File: config.mk
export PLATFORM = sky130hd
export DESIGN_NAME = pipe_ctrl_flat
export DESIGN_NICKNAME = d
export VERILOG_FILES = /design/src/rtl/pipe_ctrl_if.sv /design/src/rtl/pipe_ctrl.sv /design/src/flat_wrapper.sv
export SDC_FILE = /design/constraint.sdc
export NUM_CORES = 1
export LEC_CHECK = 0
export ABC_AREA = 0
export CAP_MARGIN = 25
export CORE_MARGIN = 1
export CORE_UTILIZATION = 60
export CTS_CLUSTER_DIAMETER = 80
export DETAILED_ROUTE_END_ITERATION = 7
export DONT_BUFFER_PORTS = 1
export PLACE_DENSITY = 0.77
export SYNTH_ARGS = -nofsm -noshare
export SYNTH_HDL_FRONTEND = slang
export SYNTH_SLANG_ARGS = --single-unit
File: constraint.sdc
create_clock -name clk -period 3.9 [get_ports clk]
set_input_delay 0.975 -clock clk [delete_from_list [all_inputs] [get_ports clk]]
set_output_delay 0.975 -clock clk [all_outputs]
set_load 0.03 [all_outputs]
File: src/rtl/pipe_ctrl_if.sv
// Pipeline control bus for pipe_ctrl.
// Parameters: OPW opcode width, AW register address width, CNTW stall counter width.
// master: drives the ID-stage instruction fields and the EX zero flag, and receives
//         the hazard/control outputs.
// slave : the pipe_ctrl side.
// Signals:
//   id_valid, id_op, id_rs, id_rt, id_rd  instruction currently in ID
//   ex_zero                               ALU zero flag for the instruction in EX
//   stall, flush                          hold IF/ID; squash IF/ID and redirect PC
//   ex_aluop, ex_alusrc                   EX-stage controls
//   mem_write                             MEM-stage control
//   mem_to_reg, wb_wen, wb_waddr          WB-stage controls
//   fwd_a, fwd_b                          EX operand source (00 rf, 01 EX/MEM, 10 MEM/WB)
//   illegal                               one-cycle pulse for an illegal opcode
//   stall_cnt                             saturating count of stall cycles
interface pipe_ctrl_if #(
  parameter int unsigned OPW  = 4,
  parameter int unsigned AW   = 4,
  parameter int unsigned CNTW = 16
);
  logic            id_valid;
  logic [OPW-1:0]  id_op;
  logic [AW-1:0]   id_rs;
  logic [AW-1:0]   id_rt;
  logic [AW-1:0]   id_rd;
  logic            ex_zero;
  logic            stall;
  logic            flush;
  logic [2:0]      ex_aluop;
  logic            ex_alusrc;
  logic            mem_write;
  logic            mem_to_reg;
  logic            wb_wen;
  logic [AW-1:0]   wb_waddr;
  logic [1:0]      fwd_a;
  logic [1:0]      fwd_b;
  logic            illegal;
  logic [CNTW-1:0] stall_cnt;

  modport master (
    output id_valid, id_op, id_rs, id_rt, id_rd, ex_zero,
    input  stall, flush, ex_aluop, ex_alusrc, mem_write, mem_to_reg,
    input  wb_wen, wb_waddr, fwd_a, fwd_b, illegal, stall_cnt
  );

  modport slave (
    input  id_valid, id_op, id_rs, id_rt, id_rd, ex_zero,
    output stall, flush, ex_aluop, ex_alusrc, mem_write, mem_to_reg,
    output wb_wen, wb_waddr, fwd_a, fwd_b, illegal, stall_cnt
  );
endinterface

File: src/rtl/pipe_ctrl.sv
// Pipelined decode/control unit for a 5-stage CPU (IF/ID/EX/MEM/WB).
// Decodes the ID opcode, carries the control bundle through ID/EX, EX/MEM and MEM/WB,
// detects RAW / load-use hazards (stall or forward) and squashes the wrong-path
// instruction on a taken BEQ.
// Ports:
//   clk    rising-edge clock
//   rst_n  asynchronous active-low reset
//   bus    pipe_ctrl_if.slave (ID instruction, ex_zero in; control outputs out)
// Build option: define PIPE_CTRL_FWD_EN to enable EX operand forwarding; only load-use
// and the WB same-cycle read then stall. Undefined: no forwarding, stall on any RAW
// dependency on ID/EX, EX/MEM or MEM/WB.
module pipe_ctrl #(
  parameter int unsigned OPW  = 4,
  parameter int unsigned AW   = 4,
  parameter int unsigned CNTW = 16
) (
  input logic       clk,
  input logic       rst_n,
  pipe_ctrl_if.slave bus
);

  // Opcode compared at >= 4 bits so the constants 8..10 are always representable.
  localparam int unsigned OW = (OPW > 4) ? OPW : 4;

  typedef struct packed {
    logic          valid;
    logic          wen;
    logic [AW-1:0] waddr;
    logic [2:0]    aluop;
    logic          alusrc;
    logic          branch;
    logic          mem_write;
    logic          mem_to_reg;
  } ctrl_t;

  ctrl_t           idex_q, exmem_q, memwb_q;
  logic [AW-1:0]   idex_rs_q, idex_rt_q;
  logic            idex_rs_rd_q, idex_rt_rd_q;
  logic            illegal_q;
  logic [CNTW-1:0] stall_cnt_q;

  ctrl_t         dec;
  logic          dec_legal, dec_rs_rd, dec_rt_rd;
  logic [OW-1:0] op;
  logic          hazard, flush, stall;
  logic [1:0]    fwd_a, fwd_b;

  // Valid writer of a non-zero register r.
  function automatic logic writes_reg(ctrl_t s, logic [AW-1:0] r);
    return s.valid & s.wen & (s.waddr != '0) & (s.waddr == r);
  endfunction

  // ID decode; illegal opcodes and empty slots decode to an all-zero bubble.
  always_comb begin
    op        = OW'(bus.id_op);
    dec       = '0;
    dec_legal = 1'b1;
    dec_rs_rd = 1'b1;
    dec_rt_rd = 1'b0;
    case (op)
      OW'(0), OW'(1), OW'(2), OW'(3), OW'(7): begin
        dec.wen   = 1'b1;
        dec.aluop = op[2:0];
        dec_rt_rd = 1'b1;
      end
      OW'(4): begin
        dec.wen   = 1'b1;
        dec.aluop = op[2:0];
      end
      OW'(5), OW'(6): begin
        dec.wen    = 1'b1;
        dec.aluop  = op[2:0];
        dec.alusrc = 1'b1;
      end
      OW'(8): begin
        dec.wen        = 1'b1;
        dec.alusrc     = 1'b1;
        dec.mem_to_reg = 1'b1;
      end
      OW'(9): begin
        dec.alusrc    = 1'b1;
        dec.mem_write = 1'b1;
        dec_rt_rd     = 1'b1;
      end
      OW'(10): begin
        dec.aluop  = 3'b001;
        dec.branch = 1'b1;
        dec_rt_rd  = 1'b1;
      end
      default: begin
        dec_legal = 1'b0;
        dec_rs_rd = 1'b0;
      end
    endcase
    dec.waddr = dec.wen ? bus.id_rd : '0;
    dec.valid = bus.id_valid & dec_legal;
    if (!dec.valid) begin
      dec       = '0;
      dec_rs_rd = 1'b0;
      dec_rt_rd = 1'b0;
    end
  end

  // Hazard detection and forwarding, all resolved before the clock edge.
  always_comb begin
    logic dep_ex, dep_wb;
    dep_ex = (dec_rs_rd & writes_reg(idex_q, bus.id_rs)) |
             (dec_rt_rd & writes_reg(idex_q, bus.id_rt));
    dep_wb = (dec_rs_rd & writes_reg(memwb_q, bus.id_rs)) |
             (dec_rt_rd & writes_reg(memwb_q, bus.id_rt));
`ifdef PIPE_CTRL_FWD_EN
    // Load data is not available until MEM/WB; the WB write is not bypassed into ID.
    hazard = (dep_ex & idex_q.mem_to_reg) | dep_wb;
    fwd_a  = 2'b00;
    if (idex_rs_rd_q & writes_reg(exmem_q, idex_rs_q)) begin
      fwd_a = 2'b01;
    end else if (idex_rs_rd_q & writes_reg(memwb_q, idex_rs_q)) begin
      fwd_a = 2'b10;
    end
    fwd_b = 2'b00;
    if (idex_rt_rd_q & writes_reg(exmem_q, idex_rt_q)) begin
      fwd_b = 2'b01;
    end else if (idex_rt_rd_q & writes_reg(memwb_q, idex_rt_q)) begin
      fwd_b = 2'b10;
    end
`else
    begin
      logic dep_mem;
      dep_mem = (dec_rs_rd & writes_reg(exmem_q, bus.id_rs)) |
                (dec_rt_rd & writes_reg(exmem_q, bus.id_rt));
      hazard  = dep_ex | dep_mem | dep_wb;
    end
    fwd_a = 2'b00;
    fwd_b = 2'b00;
`endif
  end

  // A taken branch overrides any stall: the stalled instruction is on the wrong path.
  assign flush = idex_q.valid & idex_q.branch & bus.ex_zero;
  assign stall = hazard & ~flush;

  always_ff @(posedge clk or negedge rst_n) begin
    if (!rst_n) begin
      idex_q       <= '0;
      exmem_q      <= '0;
      memwb_q      <= '0;
      idex_rs_q    <= '0;
      idex_rt_q    <= '0;
      idex_rs_rd_q <= 1'b0;
      idex_rt_rd_q <= 1'b0;
      illegal_q    <= 1'b0;
      stall_cnt_q  <= '0;
    end else begin
      idex_q       <= (stall | flush) ? '0 : dec;
      idex_rs_q    <= bus.id_rs;
      idex_rt_q    <= bus.id_rt;
      idex_rs_rd_q <= dec_rs_rd & ~(stall | flush);
      idex_rt_rd_q <= dec_rt_rd & ~(stall | flush);
      exmem_q      <= idex_q;
      memwb_q      <= exmem_q;
      illegal_q    <= bus.id_valid & ~dec_legal & ~flush;
      if (stall && (stall_cnt_q != '1)) begin
        stall_cnt_q <= stall_cnt_q + CNTW'(1);
      end
    end
  end

  assign bus.stall      = stall;
  assign bus.flush      = flush;
  assign bus.ex_aluop   = idex_q.aluop & {3{idex_q.valid}};
  assign bus.ex_alusrc  = idex_q.alusrc & idex_q.valid;
  assign bus.mem_write  = exmem_q.mem_write & exmem_q.valid;
  assign bus.mem_to_reg = memwb_q.mem_to_reg & memwb_q.valid;
  assign bus.wb_wen     = memwb_q.wen & memwb_q.valid;
  assign bus.wb_waddr   = memwb_q.waddr & {AW{memwb_q.valid}};
  assign bus.fwd_a      = fwd_a;
  assign bus.fwd_b      = fwd_b;
  assign bus.illegal    = illegal_q;
  assign bus.stall_cnt  = stall_cnt_q;

  // Stage fields that are carried for completeness but not consumed at WB.
  logic unused_stage_bits;
`ifdef PIPE_CTRL_FWD_EN
  assign unused_stage_bits = ^{memwb_q.aluop, memwb_q.alusrc, memwb_q.branch,
                               memwb_q.mem_write};
`else
  assign unused_stage_bits = ^{memwb_q.aluop, memwb_q.alusrc, memwb_q.branch,
                               memwb_q.mem_write, idex_rs_q, idex_rt_q,
                               idex_rs_rd_q, idex_rt_rd_q};
`endif

endmodule

File: src/flat_wrapper.sv
// flat-port wrapper written by rule: the top's interface ports become plain ports
module pipe_ctrl_flat 
#(
  parameter int unsigned OPW  = 4,
  parameter int unsigned AW   = 4,
  parameter int unsigned CNTW = 16
)
  (clk, rst_n, bus_id_valid, bus_id_op, bus_id_rs, bus_id_rt, bus_id_rd, bus_ex_zero, bus_stall, bus_flush, bus_ex_aluop, bus_ex_alusrc, bus_mem_write, bus_mem_to_reg, bus_wb_wen, bus_wb_waddr, bus_fwd_a, bus_fwd_b, bus_illegal, bus_stall_cnt);
  pipe_ctrl_if #(.OPW(OPW), .AW(AW), .CNTW(CNTW)) bus_i ();
  input logic clk;
  input logic rst_n;
  input wire logic [$bits(bus_i.id_valid)-1:0] bus_id_valid;
  input wire logic [$bits(bus_i.id_op)-1:0] bus_id_op;
  input wire logic [$bits(bus_i.id_rs)-1:0] bus_id_rs;
  input wire logic [$bits(bus_i.id_rt)-1:0] bus_id_rt;
  input wire logic [$bits(bus_i.id_rd)-1:0] bus_id_rd;
  input wire logic [$bits(bus_i.ex_zero)-1:0] bus_ex_zero;
  output wire logic [$bits(bus_i.stall)-1:0] bus_stall;
  output wire logic [$bits(bus_i.flush)-1:0] bus_flush;
  output wire logic [$bits(bus_i.ex_aluop)-1:0] bus_ex_aluop;
  output wire logic [$bits(bus_i.ex_alusrc)-1:0] bus_ex_alusrc;
  output wire logic [$bits(bus_i.mem_write)-1:0] bus_mem_write;
  output wire logic [$bits(bus_i.mem_to_reg)-1:0] bus_mem_to_reg;
  output wire logic [$bits(bus_i.wb_wen)-1:0] bus_wb_wen;
  output wire logic [$bits(bus_i.wb_waddr)-1:0] bus_wb_waddr;
  output wire logic [$bits(bus_i.fwd_a)-1:0] bus_fwd_a;
  output wire logic [$bits(bus_i.fwd_b)-1:0] bus_fwd_b;
  output wire logic [$bits(bus_i.illegal)-1:0] bus_illegal;
  output wire logic [$bits(bus_i.stall_cnt)-1:0] bus_stall_cnt;
  assign bus_i.id_valid = bus_id_valid;
  assign bus_i.id_op = bus_id_op;
  assign bus_i.id_rs = bus_id_rs;
  assign bus_i.id_rt = bus_id_rt;
  assign bus_i.id_rd = bus_id_rd;
  assign bus_i.ex_zero = bus_ex_zero;
  assign bus_stall = bus_i.stall;
  assign bus_flush = bus_i.flush;
  assign bus_ex_aluop = bus_i.ex_aluop;
  assign bus_ex_alusrc = bus_i.ex_alusrc;
  assign bus_mem_write = bus_i.mem_write;
  assign bus_mem_to_reg = bus_i.mem_to_reg;
  assign bus_wb_wen = bus_i.wb_wen;
  assign bus_wb_waddr = bus_i.wb_waddr;
  assign bus_fwd_a = bus_i.fwd_a;
  assign bus_fwd_b = bus_i.fwd_b;
  assign bus_illegal = bus_i.illegal;
  assign bus_stall_cnt = bus_i.stall_cnt;
  pipe_ctrl #(.OPW(OPW), .AW(AW), .CNTW(CNTW)) u_core (.clk(clk), .rst_n(rst_n), .bus(bus_i));
endmodule
Yosys cells after proc, flatten, opt, wreduce, memory -nomap -nowiden:

Index checks and enable logic that the tools add are counted.
W data, S select, Z words.

* bits in registers: 45
* input bits: 20
* output and inout port bits: 34
* logic and storage cells: 97

* add/subtract/negate cells: 1
* equality and inequality tests: 17
* mux-type cells: 13
* bitwise gates (word level): 37
* reduce and logical (&&, ||, !) cells: 10

Operators with widths (count)
* $and A1 B1 Y1: 27
* $mux W13: 2
* $eq A4 B4 Y1: 6
* $add A16 B1 Y16 const B: 1
* $eq A4 B3 Y1 const B: 4
* $ne A16 B16 Y1 const B: 1
* $eq A4 B4 Y1 const B: 3
* $reduce_bool A4 Y1: 3
* $reduce_or A11 Y1: 1
* $mux W1: 9
* $reduce_or A9 Y1: 1
* $eq A4 B2 Y1 const B: 2
* $reduce_or A8 Y1: 1
* $reduce_or A7 Y1: 1
* $or A1 B1 Y1: 6
* $pmux W3 S2: 1
* $and A4 B4 Y4: 1
* $eq A4 B1 Y1 const B: 1
* $logic_not A4 Y1: 1
* $mux W4: 1
* $reduce_or A4 Y1: 1
* $and A3 B3 Y3: 1
* $not A1 Y1: 2
* $logic_and A1 B1 Y1: 1

Logic depth before layout (Yosys ltp):

* depth in word-level cells: 12
* mapped depth: 9
* mapped depth without buffers: 7

Worst setup path after synthesis:

OpenSTA, ideal clock, no wires.

* path kind: input -> output
* start point: in bus_id_rt[1]
* end point: out bus_stall
* arrival: 2.305 ns
* slack: 0.620 ns
* cell stages on the path: 6
* buffers on the path: 1
* path through: xor2_1 -> or4_1 -> a31oi_1 -> o21bai_2 -> buf_6 -> inv_1

* longest elaborated chain between the ends: 7
* elaborated cells on any way between the ends: 15
* those cells by class: 3 x eq/ne; 12 x bitwise

Ends and longest elaborated chain
* start, declared: line flat_wrapper.sv:15 `input wire logic [$bits(bus_i.id_rt)-1:0] bus_id_rt;`
* $eq A4 B4 Y1: line pipe_ctrl.sv:50 `return s.valid & s.wen & (s.waddr != '0) & (s.waddr == r);`
* $and A1 B1 Y1: line pipe_ctrl.sv:50
* $and A1 B1 Y1, on equally long branches: line pipe_ctrl.sv:108, pipe_ctrl.sv:130
* $or A1 B1 Y1, on equally long branches: line pipe_ctrl.sv:107, pipe_ctrl.sv:129
* $or A1 B1 Y1: line pipe_ctrl.sv:131 `hazard = dep_ex | dep_mem | dep_wb;`
* $or A1 B1 Y1 *: line pipe_ctrl.sv:131
* $and A1 B1 Y1 *: line pipe_ctrl.sv:140 `assign stall = hazard & ~flush;`
* end, declared: line flat_wrapper.sv:18 `output wire logic [$bits(bus_i.stall)-1:0] bus_stall;`

Mark *: on every way between the ends. The rest lies on a longest branch, timed or not.

Worst setup path in the final report:

Same ends and word-level chain as after synthesis.

==> results_dict.tcl <==
set metrics [dict create \
    status "finished clean" \
    end_kind "output pin" \
    yosysTopAreaCellShare 0.518 \
    min_period_over_period 0.821 \
    min_path_type "input pin to asynchronous set/reset pin" \
    top_layer "met4" \
    wl_per_cell_um 15.6 \
    htree_levels 2 \
    post_cts_buffers 0 \
    grt_overflow 0 \
    synth-async-reset-ratio 1.00 \
    stdcell_count 246 \
    synth.area.top_cells "dfrtp_1, xor2_1, and2_1" \
    grt_pass1_vias 1499 \
    rows 21 \
    vias_per_cell 5.77 \
    fp.dieH_um 62.2 \
    fmaxAchievable_mhz 312 \
    setup_viol 0 \
    track_usage 0.224 \
    period_minus_slack_ns 3.20 \
    area_growth_pct 5.12 \
    drive_gt1_frac 0.115 \
    cp.arrival_ns 2.23 \
    crit_chain "xor2_1, or4_1, a31oi_1, o21bai_2, inv_1" \
    dr_wl_met2_um 1820 \
    setup_ws_ns 0.700 \
    start_util 0.637 \
    pre_cts_slack_ns 0.712 \
    cts_tree "built" \
    initialDrtViolationCount 92 \
    synth_seq_area_share 0.518 \
    postRouteAntennaNets 0 \
    yosys_most_used_dff "dfrtp_1" \
    gp_congestion 0.849 \
    synth_top_family_by_area "simple AND/OR/NAND/NOR gates" \
    synth_mux_area_frac 0.0104 \
    port-buffer-count 0 \
    vias 1419 \
    cp.required_ns 2.92 \
    grt_setup_unrepaired "false" \
    wl_met3_um 258 \
    syn_inst 195 \
    fin_hold_ws_ns 0.312 \
    cap_violations 0 \
    setup_tns_ns 0 \
    final_nets 220 \
    final_cell_mix "dfrtp_1, xor2_1, nand2_1, and2_1, nor4_1" \
    postCtsHoldBufs 0 \
    dr.pass1.iters 4 \
    clock_sinks 45 \
    dp_hpwl_um 2890 \
    coreArea_mm2 0.00342 \
    die_w_um 62.2 \
    powerDensity_mw_per_mm2 371 \
    skew_ns 0.0139 \
    synth_top_cell_by_area "dfrtp_1" \
    diodes 0 \
    wirelength_met1_um 1720 \
    synthAdderAreaFrac 0.00575 \
    max_stage_delay_ns 0.50 \
    synth-simple-area-share 0.237 \
    hold_viol_final 0 \
    grt_start_max_net_pins 46 \
    crit_type "input pin to output pin" \
    numCtsBuffers 5 \
    synth_compound_area_frac 0.0380 \
    critical-path-slowest-cell "or4_1" \
    vdd_drop_max_mv 0.235 \
    p_leak_nw 1.14 \
    total_power_w 0.000849 \
    synth_edf_count 0 \
    yosys.cell_types.count 38 \
    clock_path_buffers 2 \
    synthXorXnorAreaFrac 0.153 \
    syn_area_mm2 0.00218 \
    start_kind "input pin" \
    grt_pass1_wl_um 6740 \
    final_common_cell "dfrtp_1" \
    clk_latency_ns 0.34 \
    synth-seq-cells 45 \
    postSynthAreaPerCell_um2 11.2 \
    yosys_warnings 0 \
    finalMaxSlewViolations 0 \
    wl_um 3850 \
    antenna_found_initial 0 \
    io_pins 54 \
    worstPathMaxFanout 3 \
    clkTransAtPathRegs_ns 0.12 \
    cts_resized 0 \
    cts-root-buf "clkbuf_4" \
    drc 0 \
    dp.cells 238 \
    fp.dieArea_mm2 0.00387 \
]
==> flip-flops by register name (all words and copies together), names as in the netlist <==
register / flops
u_core.bus.stall_cnt: 16
u_core.exmem_q: 8
u_core.bus.illegal: 1
u_core.memwb_q: 7
u_core.idex_q: 13
==> synthesized netlist by cell type, types with 2 or more instances <==
| cell | count |
|---|---|
| a21oi_1 | 2 |
| and2_1 | 14 |
| and3_1 | 6 |
| buf_4 | 5 |
| dfrtp_1 | 45 |
| inv_1 | 6 |
| mux2_2 | 2 |
| nand2_1 | 17 |
| nand3_1 | 8 |
| nand4_1 | 2 |
| nor2_1 | 3 |
| nor3_1 | 5 |
| nor4_1 | 10 |
| nor4_2 | 5 |
| nor4b_1 | 4 |
| or3_2 | 2 |
| or4_1 | 2 |
| xnor2_1 | 7 |
| xor2_1 | 31 |
==> cell type report <==
class	instances	area, µm²
repair buffers	2	15.0
fillers	278	1130
flip-flops and latches	45	1130
clock buffers	7	55.1
inverters	6	22.5
well taps	46	57.6
clock inverters	1	30.0
multi-input cells	139	981
==> critical path: cells and delay by family <==
family | cells | cell delay [ns]
xor+xnor | 1 | 0.12
compound gates | 2 | 0.41
simple gates | 1 | 0.50
buf+inv | 1 | 0.22
==> cells by family after synthesis <==
logic type      count (synthesis)
compound gates                 11
xor+xnor                       38
fa+ha+maj                       1
buf+inv                        14
flops                          45
mux                             2
other cells                     1
simple gates                   83
==> power by group <==
group / switching, W / internal [W] / leakage (nW)
logic: 0.0000307 / 0.0000238 / 0.488
registers: 0.0000271 / 0.000482 / 0.608
clock network: 0.000132 / 0.000153 / 0.0455
==> routing by layer <==
metal | vias up | GRT usage
met5 | - | 0
met4 | 0 | 0.0785
met3 | 6 | 0.0717
met2 | 50 | 0.349
met1 | 684 | 0.297
li1 | 679 | -
==> worst paths after layout <==
| check | end | startpoint | cells past startpoint | slack [ns] |
|---|---|---|---|---|
| worst max-delay path | bus_stall | bus_id_rt[1] | 5 | 0.70 |
| worst min-delay path | u_core.idex_q[5]$_DFF_PN0_ | rst_n | 0 | 0.31 |
| worst max register to register | u_core.bus.stall_cnt[1]$_DFFE_PN0P_ | u_core.idex_q[8]$_DFF_PN0_ | 8 | 1.41 |
| worst min register to register | u_core.exmem_q[0]$_DFF_PN0_ | u_core.idex_q[0]$_DFF_PN0_ | 0 | 0.36 |
| max in group asynchronous | u_core.exmem_q[10]$_DFF_PN0_ | rst_n | 0 | 3.50 |
| min in group clk | u_core.exmem_q[0]$_DFF_PN0_ | u_core.idex_q[0]$_DFF_PN0_ | 0 | 0.36 |
==> metrics by stage <==
step | area [µm²] | util
floorplan | 2190 | -
global placement | 2200 | 0.645
detailed placement | 2200 | 0.645
CTS | 2290 | 0.670
global route | 2290 | 0.670
finish | 2290 | 0.670
Note: power is estimated with default switching activity, not from simulation.
